$ cat src/rtl/ddr3_memtest.sv
// ddr3_memtest
//   Self-checking traffic generator for the ddr3_controller user port. On start it
//   writes a selectable pattern over the window BASE_ADDR .. BASE_ADDR+LEN-1. It then
//   reads every word back and compares it. Results are held until the next start or
//   reset: pass/fail, a saturating error count and the details of the first failure.
//
// Ports
//   pclk, rst            : clock shared with the controller, synchronous active-high reset
//   start, mode          : one-cycle run request and pattern select (latched at start)
//   busy, data_ready,
//   dout                 : controller status and read-data return
//   rd, wr, refresh,
//   addr, din            : controller command outputs (refresh is never requested)
//   running, done, pass  : run status
//   err_count,
//   first_err_addr,
//   first_err_data,
//   timeout_seen         : error reporting
module ddr3_memtest #(
  parameter int                    ADDR_WIDTH = 26,
  parameter int                    DATA_WIDTH = 16,
  parameter logic [ADDR_WIDTH-1:0] BASE_ADDR  = {ADDR_WIDTH{1'b0}},
  parameter int                    LEN        = 1024,
  parameter int                    TIMEOUT    = 20,
  parameter logic [DATA_WIDTH-1:0] SEED       = 16'hACE1,
  parameter logic [DATA_WIDTH-1:0] LFSR_TAPS  = 16'hB400
) (
  input  logic                  pclk,
  input  logic                  rst,
  input  logic                  start,
  input  logic [1:0]            mode,
  input  logic                  busy,
  input  logic                  data_ready,
  input  logic [DATA_WIDTH-1:0] dout,
  output logic                  rd,
  output logic                  wr,
  output logic                  refresh,
  output logic [ADDR_WIDTH-1:0] addr,
  output logic [DATA_WIDTH-1:0] din,
  output logic                  running,
  output logic                  done,
  output logic                  pass,
  output logic [15:0]           err_count,
  output logic [ADDR_WIDTH-1:0] first_err_addr,
  output logic [DATA_WIDTH-1:0] first_err_data,
  output logic                  timeout_seen
);

  localparam int IDX_W = (LEN > 1) ? $clog2(LEN) : 1;
  localparam int TMR_W = (TIMEOUT > 1) ? $clog2(TIMEOUT) : 1;
  localparam logic [IDX_W-1:0] IDX_LAST   = IDX_W'(LEN - 1);
  localparam logic [TMR_W-1:0] TIMER_LAST = TMR_W'(TIMEOUT - 1);
  localparam logic [DATA_WIDTH-1:0] ONE_WORD  = {{(DATA_WIDTH-1){1'b0}}, 1'b1};
  // An all-zero seed would lock the LFSR at zero, so it is replaced by 1.
  localparam logic [DATA_WIDTH-1:0] SEED_INIT = (SEED == {DATA_WIDTH{1'b0}}) ? ONE_WORD : SEED;

  typedef enum logic [2:0] {
    ST_IDLE     = 3'd0,
    ST_WR_WAIT  = 3'd1,
    ST_WR_ISSUE = 3'd2,
    ST_WR_GAP   = 3'd3,
    ST_RD_WAIT  = 3'd4,
    ST_RD_ISSUE = 3'd5,
    ST_RD_DATA  = 3'd6,
    ST_DONE     = 3'd7
  } state_t;

  // Galois right-shift LFSR step
  function automatic logic [DATA_WIDTH-1:0] lfsr_next(input logic [DATA_WIDTH-1:0] x);
    lfsr_next = x[0] ? ((x >> 1) ^ LFSR_TAPS) : (x >> 1);
  endfunction

  // Walking-one step: rotate left so bit DATA_WIDTH-1 wraps back to bit 0
  function automatic logic [DATA_WIDTH-1:0] walk_next(input logic [DATA_WIDTH-1:0] x);
    walk_next = {x[DATA_WIDTH-2:0], x[DATA_WIDTH-1]};
  endfunction

  // Error counter increment that sticks at all-ones
  function automatic logic [15:0] sat_inc(input logic [15:0] x);
    sat_inc = (x == 16'hFFFF) ? 16'hFFFF : (x + 16'd1);
  endfunction

  state_t                  state_r;
  logic [1:0]              mode_r;
  logic [IDX_W-1:0]        idx_r;
  logic [TMR_W-1:0]        timer_r;
  logic [DATA_WIDTH-1:0]   lfsr_r;
  logic [DATA_WIDTH-1:0]   walk_r;
  logic                    rd_r;
  logic                    wr_r;
  logic [ADDR_WIDTH-1:0]   addr_r;
  logic [DATA_WIDTH-1:0]   din_r;
  logic                    running_r;
  logic                    done_r;
  logic                    pass_r;
  logic [15:0]             err_cnt_r;
  logic [ADDR_WIDTH-1:0]   first_err_addr_r;
  logic [DATA_WIDTH-1:0]   first_err_data_r;
  logic                    timeout_seen_r;

  logic [ADDR_WIDTH-1:0]   cur_addr_s;
  logic [DATA_WIDTH-1:0]   addr_word_s;
  logic [DATA_WIDTH-1:0]   pattern_s;
  logic                    last_idx_s;
  logic                    rd_mismatch_s;
  logic                    rd_timeout_s;
  logic                    rd_err_s;
  logic                    rd_finish_s;

  assign cur_addr_s  = BASE_ADDR + ADDR_WIDTH'(idx_r);
  assign addr_word_s = DATA_WIDTH'(cur_addr_s);
  assign last_idx_s  = (idx_r == IDX_LAST);

  // Expected word for the current index in the latched mode; the write and read
  // passes walk the same generators, so both see identical sequences
  always_comb begin
    case (mode_r)
      2'd0:    pattern_s = addr_word_s;
      2'd1:    pattern_s = walk_r;
      2'd2:    pattern_s = lfsr_r;
      2'd3:    pattern_s = ~addr_word_s;
      default: pattern_s = addr_word_s;
    endcase
  end

  // Read outcome classification; data_ready wins over a timeout on the same cycle
  always_comb begin
    rd_mismatch_s = 1'b0;
    rd_timeout_s  = 1'b0;
    if (state_r == ST_RD_DATA) begin
      if (data_ready) begin
        rd_mismatch_s = (dout != pattern_s);
      end else begin
        rd_timeout_s = (timer_r == TIMER_LAST);
      end
    end else begin
      rd_mismatch_s = 1'b0;
      rd_timeout_s  = 1'b0;
    end
    rd_err_s    = rd_mismatch_s | rd_timeout_s;
    rd_finish_s = (state_r == ST_RD_DATA) & (data_ready | rd_timeout_s);
  end

  // Sequencer: state, pattern generators, command pulses and result registers
  always_ff @(posedge pclk) begin
    if (rst) begin
      state_r          <= ST_IDLE;
      mode_r           <= 2'd0;
      idx_r            <= {IDX_W{1'b0}};
      timer_r          <= {TMR_W{1'b0}};
      lfsr_r           <= SEED_INIT;
      walk_r           <= ONE_WORD;
      rd_r             <= 1'b0;
      wr_r             <= 1'b0;
      addr_r           <= {ADDR_WIDTH{1'b0}};
      din_r            <= {DATA_WIDTH{1'b0}};
      running_r        <= 1'b0;
      done_r           <= 1'b0;
      pass_r           <= 1'b0;
      err_cnt_r        <= 16'h0000;
      first_err_addr_r <= {ADDR_WIDTH{1'b0}};
      first_err_data_r <= {DATA_WIDTH{1'b0}};
      timeout_seen_r   <= 1'b0;
    end else begin
      case (state_r)
        ST_IDLE, ST_DONE: begin
          if (start) begin
            mode_r           <= mode;
            idx_r            <= {IDX_W{1'b0}};
            timer_r          <= {TMR_W{1'b0}};
            lfsr_r           <= SEED_INIT;
            walk_r           <= ONE_WORD;
            running_r        <= 1'b1;
            done_r           <= 1'b0;
            pass_r           <= 1'b0;
            err_cnt_r        <= 16'h0000;
            first_err_addr_r <= {ADDR_WIDTH{1'b0}};
            first_err_data_r <= {DATA_WIDTH{1'b0}};
            timeout_seen_r   <= 1'b0;
            state_r          <= ST_WR_WAIT;
          end
        end
        ST_WR_WAIT: begin
          if (!busy) begin
            state_r <= ST_WR_ISSUE;
          end
        end
        ST_WR_ISSUE: begin
          // Command registers load together so wr, addr and din appear on the same cycle
          wr_r    <= 1'b1;
          addr_r  <= cur_addr_s;
          din_r   <= pattern_s;
          state_r <= ST_WR_GAP;
        end
        ST_WR_GAP: begin
          wr_r <= 1'b0;
          if (last_idx_s) begin
            idx_r   <= {IDX_W{1'b0}};
            lfsr_r  <= SEED_INIT;
            walk_r  <= ONE_WORD;
            state_r <= ST_RD_WAIT;
          end else begin
            idx_r   <= idx_r + IDX_W'(1);
            lfsr_r  <= lfsr_next(lfsr_r);
            walk_r  <= walk_next(walk_r);
            state_r <= ST_WR_WAIT;
          end
        end
        ST_RD_WAIT: begin
          if (!busy) begin
            state_r <= ST_RD_ISSUE;
          end
        end
        ST_RD_ISSUE: begin
          rd_r    <= 1'b1;
          addr_r  <= cur_addr_s;
          timer_r <= {TMR_W{1'b0}};
          state_r <= ST_RD_DATA;
        end
        ST_RD_DATA: begin
          rd_r <= 1'b0;
          if (rd_err_s) begin
            // Only the very first error of a run is recorded in detail
            if (err_cnt_r == 16'h0000) begin
              first_err_addr_r <= cur_addr_s;
              first_err_data_r <= rd_timeout_s ? {DATA_WIDTH{1'b0}} : dout;
            end
            err_cnt_r <= sat_inc(err_cnt_r);
          end
          if (rd_timeout_s) begin
            timeout_seen_r <= 1'b1;
          end
          if (rd_finish_s) begin
            timer_r <= {TMR_W{1'b0}};
            if (last_idx_s) begin
              running_r <= 1'b0;
              done_r    <= 1'b1;
              pass_r    <= (err_cnt_r == 16'h0000) && !rd_err_s;
              state_r   <= ST_DONE;
            end else begin
              idx_r   <= idx_r + IDX_W'(1);
              lfsr_r  <= lfsr_next(lfsr_r);
              walk_r  <= walk_next(walk_r);
              state_r <= ST_RD_WAIT;
            end
          end else begin
            timer_r <= timer_r + TMR_W'(1);
          end
        end
        default: begin
          rd_r    <= 1'b0;
          wr_r    <= 1'b0;
          state_r <= ST_IDLE;
        end
      endcase
    end
  end

  assign rd             = rd_r;
  assign wr             = wr_r;
  assign refresh        = 1'b0;
  assign addr           = addr_r;
  assign din            = din_r;
  assign running        = running_r;
  assign done           = done_r;
  assign pass           = pass_r;
  assign err_count      = err_cnt_r;
  assign first_err_addr = first_err_addr_r;
  assign first_err_data = first_err_data_r;
  assign timeout_seen   = timeout_seen_r;

endmodule

$ cat config.mk
export PLATFORM = sky130hd
export DESIGN_NAME = ddr3_memtest
export DESIGN_NICKNAME = d
export VERILOG_FILES = /design/src/rtl/ddr3_memtest.sv
export SDC_FILE = /design/constraint.sdc
export NUM_CORES = 1
export LEC_CHECK = 0
export CORE_ASPECT_RATIO = 0.5
export CORE_MARGIN = 4
export CORE_UTILIZATION = 48
export CTS_BUF_LIST = sky130_fd_sc_hd__clkbuf_16
export CTS_CLUSTER_DIAMETER = 30
export DETAILED_ROUTE_END_ITERATION = 16
export PLACE_DENSITY = 0.77
export REMOVE_ABC_BUFFERS = 1
export SLEW_MARGIN = 40
export SYNTH_ARGS = -nofsm -noshare
export SYNTH_HDL_FRONTEND = slang
export SYNTH_SLANG_ARGS = --single-unit
$ cat constraint.sdc
create_clock -name pclk -period 2.5 [get_ports pclk]
set_input_delay 0.5 -clock pclk [delete_from_list [all_inputs] [get_ports pclk]]
set_output_delay 0.5 -clock pclk [all_outputs]
set_load 0.005 [all_outputs]
# After elaboration in Yosys (flattened, before gate mapping)
# Cells that the tools add are included.
dict set report totals {
  word_cells 126
  regBits 142
}
dict set report classes {
  n_eq_ne 23
  n_bitwise 5
  n_reduce_logical 20
  n_addsub 3
  n_mux 58
}
# op n
set ops {}
lappend ops {{$mux 16} 15}
lappend ops {{$pmux 16 s3} 2}
lappend ops {{$mux 26} 3}
lappend ops {{$pmux 16 s2} 2}
lappend ops {{$pmux 16 s4} 1}
lappend ops {{$pmux 26 s2} 1}
lappend ops {{$mux 10} 4}
lappend ops {{$pmux 10 s3} 1}
lappend ops {{$pmux 3 s7} 1}
lappend ops {{$add 16x1->16 const B} 1}
lappend ops {{$eq 16x16->1 const B} 1}
lappend ops {{$logic_not 16->1} 1}
lappend ops {{$ne 16x16->1} 1}
lappend ops {{$ne 2x2->1 const B} 8}
lappend ops {{$not 10->16} 1}
lappend ops {{$reduce_and 4->1} 4}
lappend ops {{$mux 3} 5}
lappend ops {{$pmux 5 s3} 1}
lappend ops {{$mux 1} 13}
lappend ops {{$eq 3x3->1 const B} 4}
lappend ops {{$pmux 1 s2} 6}
lappend ops {{$add 10x1->10 const B} 1}
lappend ops {{$eq 10x10->1 const B} 1}
lappend ops {{$mux 5} 2}
lappend ops {{20 further kinds} 29}

# Longest topological paths before layout
# Gate-level depths: netlist (run 1).
dict set report depth {
  depth_word 11
  depth_mapped 13
  mapped_depth_nobuf 9
}

# Worst setup path before layout (run 1)
# No wires, ideal clock.
dict set report synth_timing {
  path_type {register to register}
  startpoint {reg mode_r[0]}
  endpoint {reg first_err_addr_r[7] (netlist: first_err_addr[7])}
  path_slack_ns -0.001
  path_stages_with_launch 12
  setup_ns 0.117
  arrival_time_ns 2.384
  cell_sequence {dfxtp_1 > buf_6 > buf_12 > a21oi_2 > or3_4 > nand3_2 > nand4_1 > or4_4 > buf_6 > o211a_4 > buf_6 > a32o_2}
}
dict set report synth_via {
  elab_chain_cells 8
  elab_cells_between_ends 11
  classes_between {5 x eq/ne; 3 x mux; 1 x bitwise; 2 x reduce/logical}
}
# element line
set synth_lines {}
lappend synth_lines {{start: declaration} 84} ;# logic [1:0] mode_r;
lappend synth_lines {{start signal: assignment} 168} ;# mode_r <= mode;
lappend synth_lines {{$eq 2x2->1, or another cell as far along} 117} ;# case (mode_r)
lappend synth_lines {{$pmux 16 s4 *} 117}
lappend synth_lines {{$ne 16x16->1 *} 132} ;# rd_mismatch_s = (dout != pattern_s);
lappend synth_lines {{$mux 1 *} 131} ;# if (data_ready) begin
lappend synth_lines {{$mux 1 *} 130} ;# if (state_r == ST_RD_DATA) begin
lappend synth_lines {{$or 1x1->1 *} 140} ;# rd_err_s = rd_mismatch_s | rd_timeout_s;
lappend synth_lines {{$ne 2x2->1 (no source line) *} n/a}
lappend synth_lines {{$reduce_and 4->1 (no source line) *} n/a}
lappend synth_lines {{end signal: assignment} 161} ;# first_err_addr_r <= {ADDR_WIDTH{1'b0}};
lappend synth_lines {{end signal: assignment} 177} ;# first_err_addr_r <= {ADDR_WIDTH{1'b0}};
lappend synth_lines {{end signal: assignment} 225} ;# first_err_addr_r <= cur_addr_s;
lappend synth_lines {{end: declaration} 97} ;# logic [ADDR_WIDTH-1:0] first_err_addr_r;
# Mark *: on every way between the ends. The rest lies on a longest branch, timed or not.
# A chain may end at the register's enable or synchronous reset.

# Worst setup path after layout (run 1)
dict set report layout_timing {
  startpoint {reg mode_r[1]}
  endpoint {reg first_err_addr_r[7] (netlist: first_err_addr[7])}
}
# Same word-level chain as after synthesis.

==> impl_summary.txt, run 1 <==
----------------------------------------------------
[Outcome]
  Run status ... complete, but fails checks
  Violated checks ... negative setup slack

[Critical path]
  Max incr delay on CP ... 0.62 ns
  Highest-delay cell along the critical path ... or4_4
  Critical path capture point type ... register
  Worst setup SP type ... register
  Critical path arrival ... 3.05 ns
  Cell repeated most along the worst path ... buf_12
  Largest driver fanout on the critical path ... 13
  Worst path cell trace ... buf_12, inv_4, a211oi_4, or3_4, nand4_1, or4_4, o211ai_4, buf_12, clkbuf_16, a32o_2
  Worst setup path category ... register to register
  Endpoint required time on the critical path ... 2.86 ns

[Floorplan]
  Die Y ... 93.3 um
  Die Width ... 179 um
  Placement row count ... 30
  Placeable Area ... 0.0139 mm2
  DIE AREA ... 0.0167 mm2
  Count of pins on the block boundary ... 130
  Effective utilization at floorplan ... 0.503

[Timing]
  Maximum frequency from static timing analysis ... 372 MHz
  Period minus WS final ... 2.69 ns
  Worst slew margin ... 0.577
  Post-route worst setup slack ... -0.189 ns
  Final setup violation count ... 34
  Hold violation total from the final report ... 0
  Setup clock skew after layout ... 0.0102 ns
  Slew Limit Fails ... 0
  Period utilisation layout ... 1.08
  Actual transition at the worst max-transition pin ... 0.634 ns
  RSZ-0062 raised after global routing ... true

[Power]
  Power density relative to cell area ... 559 mW/mm2
  Highest ir drop seen on vdd ... 0.000432 V
  Static leakage ... 0.00382 uW

[Clock tree]
  CTS tree ... built
  Number of sinks handled by clock tree synthesis ... 126
  Clock latency on the worst-skew pair ... 0.42 ns
  Post-CTS clock slew at the launch and capture registers of the worst setup and hold paths ... 0.06 ns
  Cell chosen for the clock root ... clkbuf_16
  H-tree depth ... 4
  Clock tree buffer depth ... 2
  TritonCTS Buffers ... 17

[Synthesis]
  Top cells by area in the synthesized netlist ... dfxtp_1 (36%), nor2_1 (5.1%), buf_4 (4.1%)
  Cell taking the most area after synthesis ... dfxtp_1
  Synth warnings ... 0
  Most frequent cells after synthesis ... dfxtp_1 (126), nor2_1 (94), a21oi_1 (55), nand2_1 (55), clkbuf_1 (39)
  Sequential cell area fraction in the yosys report ... 0.361
  Mapped cell area ... 0.00698 mm2
  Number of enable flip-flop cells after synthesis ... 0
  Top FF cell, synth ... dfxtp_1
  Register bit total from synthesis ... 126
  Cell with the most instances after synthesis ... dfxtp_1
  Yosys top cell area share ... 0.361
  Number of different library cells in the post-synthesis netlist ... 79
  Synthesized netlist cell count ... 848
  Post-Syn Area per Cell ... 8.24 um2
  Async set-reset flop share out of synthesis ... 0

[GRT]
  Vias in the first global route ... 7,066
  Final global-route overflow total ... 0
  Global router's overall resource usage ... 0.285
  Pin count of the biggest net entering global routing ... 87
  Global-route wire length before repair ... 38,100 um
  Initial antenna violation count ... 0

[Final layout]
  Core utilization of the finished layout ... 0.716
  Total Nets Final ... 1,059
  Layout overhead on the synthesized area ... 42.4%
  Diode insertion count for antenna repair ... 0
  Share of cells above drive strength 1 ... 0.240
  Post-route insts no fill ... 1,236

[Placement]
  Post-DP HPWL ... 15,900 um
  I/O Buffers ... 96
  Total instance count after detailed placement ... 1,179
  Final RePlAce weighted congestion ... 0.969

[Detailed routing]
  Drt initial violations ... 1,246
  Final Routed Wirelength ... 25,500 um
  Number of remaining DRC errors ... 0
  Via count of the routed design ... 7,806
  Routed WL per cell ... 20.7 um
  Drt first pass iters ... 6
  Via count normalized by instance count ... 6.32
  Number of nets still failing antenna checks after routing ... 0

[Flow run]
  Number of max-cap violations ... 0

[Worst hold path]
  Hold/Removal Path Class ... register to register

----------------------------------------------------
-- cell type report --
cell class | instances | area, um2
well taps | 192 | 240
flip-flops and latches | 126 | 2530
repair buffers | 231 | 2220
clock buffers | 17 | 425
inverters | 13 | 51.3
clock inverters | 14 | 160
multi-input cells | 643 | 4320
fillers | 983 | 3940
-- power by group --
part	leakage, uW	internal, uW	switching, uW
combinational	0.00252	424	561
clock	0.000279	1480	1010
sequential	0.00102	2050	36.7
total	0.00382	3950	1610
-- per-layer routing --
| layer | GRT usage | wire (um) |
|---|---|---|
| met1 | 0.406 | 10600 |
| met2 | 0.433 | 11500 |
| met3 | 0.0646 | 2970 |
| met4 | 0.0804 | 502 |
| met5 | 0 | 0 |
-- through the flow --
| step | TNS [ns] | cell area [um2] | setup WS (ns) | hold WS [ns] | total power (uW) |
|---|---|---|---|---|---|
| after detailed placement | -14.71 | 8580 | -0.426 | 0.458 | 2890 |
| after CTS | -1.43 | 9580 | -0.0908 | 0.466 | 5440 |
| after global placement | -13.79 | 8580 | -0.384 | 0.449 | 2870 |
| after floorplan | -69.03 | 6470 | -2.38 | 0.447 | 2480 |
| final | -5.17 | 9950 | -0.189 | 0.462 | 5560 |
| after global routing | -7.09 | 9950 | -0.236 | 0.495 | 5730 |
-- critical path, delay by kind of cell (launching register included) --
kind,cells,cell delay [ns]
flops,1,0.41
buf+inv,4,0.58
compound gates,3,0.68
simple gates,3,0.95
-- kinds of logic after synthesis --
family | Yosys count | share of synthesized area
AOI/OAI and AO/OA | 251 | 0.255
xor gates and xnor gates | 14 | 0.0176
adders and majority gates | 4 | 0.00717
buffers and inverters | 112 | 0.0978
DFF | 126 | 0.361
muxes | 12 | 0.0172
other | 1 | 0.000537
and+or+nand+nor | 328 | 0.243
-- final timing paths --
| check | startpoint | to | slack (ns) | depth (start not counted) |
|---|---|---|---|---|
| min reg2reg | wr | wr | 0.46 | 2 |
| max reg2reg | mode_r[1] | first_err_addr[7] | -0.19 | 10 |
| min | wr | wr | 0.46 | 2 |
| max | mode_r[1] | first_err_addr[7] | -0.19 | 10 |
-- sequential cells by signal, summed over array words and instances (netlist names), 5 cells and up --
signal and cells:
addr 10, din 16, err_count 16, first_err_addr 10, first_err_data 16, idx_r 10, lfsr_r 16, timer_r 5
walk_r 16
-- timing repair --
action / in CTS / in global routing
gates resized for setup: 58 / 50
hold endpoints to repair: 0 / 0
hold buffers: 0 / 0
pin swaps: 17 / 37
setup buffers: 9 / 11
cloned: 7 / 3
setup endpoints to repair: 43 / 43
-- placed cells by master, fill, tap and decap left out, types with 7 or more instances in the layout --
cell | netlist | final
and2_1 | 8 | 8
a22oi_1 | 28 | 27
a211oi_2 | 0 | 8
a31oi_1 | 13 | 12
mux2i_1 | 12 | 12
o21ai_0 | 25 | 18
o22ai_1 | 9 | 9
a32o_1 | 12 | 12
clkdlybuf4s50_1 | 0 | 94
or3_4 | 2 | 7
dfxtp_1 | 126 | 124
a21o_1 | 21 | 21
and3_1 | 10 | 9
a21oi_1 | 55 | 52
buf_12 | 1 | 9
nand4_1 | 13 | 13
nand2b_1 | 14 | 13
buf_6 | 9 | 14
o21ai_1 | 4 | 9
buf_4 | 38 | 105
nand2_1 | 55 | 52
nor3_1 | 21 | 21
nor2_1 | 94 | 90
nor2b_1 | 34 | 32
conb_1 | 1 | 33
xnor2_1 | 9 | 9
nand3_1 | 31 | 30
clkbuf_16 | 0 | 20
inv_1 | 11 | 11
Note: power is estimated with default switching activity, not from simulation.
==> run 2: changes to the inputs <==
--- a/config.mk
+++ b/config.mk
@@ -5,12 +5,13 @@
 export SDC_FILE = /design/constraint.sdc
 export NUM_CORES = 1
 export LEC_CHECK = 0
-export CORE_ASPECT_RATIO = 0.5
+export CORE_ASPECT_RATIO = 0.7
 export CORE_MARGIN = 4
 export CORE_UTILIZATION = 48
 export CTS_BUF_LIST = sky130_fd_sc_hd__clkbuf_16
 export CTS_CLUSTER_DIAMETER = 30
 export DETAILED_ROUTE_END_ITERATION = 16
+export GPL_TIMING_DRIVEN = 0
 export PLACE_DENSITY = 0.77
 export REMOVE_ABC_BUFFERS = 1
 export SLEW_MARGIN = 40
==> run 2 against run 1 <==
  * The flow still finishes with violations (negative setup slack)
  * Non-clock buffer count shrank 81
  * Critical path depth is the same
  * Register-to-register slack gained 0.02 ns
  * Global-route usage shrank 1.7 points
  * Largest power group unchanged
  * Core utilization shrank 5.8 points
  * Clock power grew 6%
  * Combinational power shrank 17%
  * Cell area shrank 6.7%
  * Flip-flop and latch count is the same
==> impl_summary.txt, run 2 (same netlist as run 1, synthesis figures left out) <==
----------------------------------------------------
[Timing]
  Hold violation total from the final report ... 0
  Worst hold-check slack ... 0.448 ns
  Slew Limit Fails ... 0
  Actual transition at the worst max-transition pin ... 0.761 ns
  Final setup violation count ... 29
  Maximum frequency from static timing analysis ... 375 MHz
  Period minus WS final ... 2.67 ns
  Period utilisation layout ... 1.07
  RSZ-0062 raised after global routing ... true
  Post-route worst setup slack ... -0.167 ns
  Setup clock skew after layout ... 0.00707 ns
  Worst slew margin ... 0.492

[Detailed routing]
  Via count normalized by instance count ... 6.27
  Routed WL per cell ... 20.2 um
  Via count of the routed design ... 7,250
  Final Routed Wirelength ... 23,400 um
  WL met2 ... 10,200 um
  M1 wire length ... 9820 um
  Drt initial violations ... 917
  Number of remaining DRC errors ... 0
  Number of nets still failing antenna checks after routing ... 0
  Met3 layer wire length in the routed design ... 2870 um
  Drt first pass iters ... 8
  Uppermost layer routed ... met4

[Power]
  Share of power burned in the clock network ... 0.475
  Switching Share ... 0.287
  Total power of the final layout ... 5580 uW
  Power density relative to cell area ... 601 mW/mm2
  Net switching power ... 1600 uW
  Internal Power ... 3980 uW
  Portion of total power attributed to combinational logic ... 0.147
  Static leakage ... 0.00339 uW
  Sequential cell fraction of total power ... 0.378
  Highest ir drop seen on vdd ... 0.000551 V

[Clock tree]
  Clock latency on the worst-skew pair ... 0.42 ns
  Cell chosen for the clock root ... clkbuf_16
  TritonCTS Buffers ... 17
  Number of sinks handled by clock tree synthesis ... 126
  H-tree depth ... 4
  Clock tree buffer depth ... 2
  Post-cts hold buffer count ... 0
  CTS tree ... built
  Post-CTS clock slew at the launch and capture registers of the worst setup and hold paths ... 0.06 ns

[Floorplan]
  Placeable Area ... 0.0141 mm2
  Die Y ... 109 um
  Count of pins on the block boundary ... 130
  Die Width ... 152 um
  Placement row count ... 36
  Effective utilization at floorplan ... 0.495
  DIE AREA ... 0.0166 mm2

[Final layout]
  Core utilization of the finished layout ... 0.659
  Layout overhead on the synthesized area ... 33.0%
  Leading cell type in the layout, fill and taps excluded ... dfxtp_1
  Post-route insts no fill ... 1,157
  Diode insertion count for antenna repair ... 0
  Total Nets Final ... 981
  Share of cells above drive strength 1 ... 0.182
  Commonest non-fill, non-tap cells in the layout ... dfxtp_1 (114), clkdlybuf4s50_1 (91), nor2_1 (88)

[Critical path]
  Worst setup SP type ... register
  Largest driver fanout on the critical path ... 6
  Setup slack, reg-to-reg ... -0.17 ns
  Critical path arrival ... 3.03 ns
  Endpoint required time on the critical path ... 2.86 ns
  Worst setup path category ... register to register
  Critical path capture point type ... register

[GRT]
  Global-route wire length before repair ... 35,700 um
  Pin count of the biggest net entering global routing ... 45
  Final global-route overflow total ... 0
  Vias in the first global route ... 6,619
  Initial antenna violation count ... 0
  Global router's overall resource usage ... 0.269

[Flow run]
  Number of max-cap violations ... 0

[Worst hold path]
  Hold/Removal Path Class ... primary input to register

[Outcome]
  Run status ... complete, but fails checks
  Violated checks ... negative setup slack

[Placement]
  Post-DP HPWL ... 13,800 um
  Setup Slack @ Placement ... -1.09 ns
  I/O Buffers ... 96
  Total instance count after detailed placement ... 1,074
  Final RePlAce weighted congestion ... 0.939

----------------------------------------------------
## run 2: cell type report
class,instances,area [um2]
fill,1088,4810
inverter,13,51.3
multi-input combinational,646,4290
clock inverter,15,199
tap,190,238
timing repair buffer,150,1530
clock buffer,17,425
sequential,126,2550
## run 2: worst paths after layout
path	from	end	cells past startpoint
worst min register to register	din[6]	din[6]	2
worst max register to register	mode_r[0]	first_err_data[7]	10
worst min-delay path	rst	addr[2]	2
worst max-delay path	mode_r[0]	first_err_data[7]	10
## run 2: power groups by stage
| stage | Clock (uW) | Sequential, uW | Combinational (uW) |
|---|---|---|---|
| detailed placement | 0 | 2170 | 587 |
| global route | 2750 | 2120 | 867 |
| global placement | 0 | 2170 | 551 |
| CTS | 2660 | 2110 | 737 |
| finish | 2650 | 2110 | 822 |
| floorplan | 0 | 2150 | 337 |
## run 2: per-layer routing
metal | track usage | up-vias
met5 | 0 | -
met4 | 0.0892 | 0
met3 | 0.0833 | 70
met2 | 0.405 | 505
met1 | 0.369 | 3408
li1 | - | 3267
## run 2: what timing repair did
item	in CTS	in global routing
cloned	5	0
buffers inserted	29	17
setup endpoints to repair	43	84
pin swaps	18	12
gates resized for setup	69	37
## run 2: worst max-delay path, cell delays in order, from the launching register on
cell and delay (ns):
dfxtp_4 0.43, buf_12 0.14, inv_2 0.09, o221ai_2 0.27
a21o_1 0.20, nand4_1 0.09, or4_4 0.63, buf_6 0.16
o211ai_4 0.25, buf_6 0.19, a31o_2 0.15
## run 2: metrics by stage
stage	TNS (ns)	area, um2
after global placement	-281.53	7670
final	-3.07	9290
after global routing	-5.14	9290
after floorplan	-69.03	6470
after detailed placement	-44.44	7780
after CTS	-0.493	8970
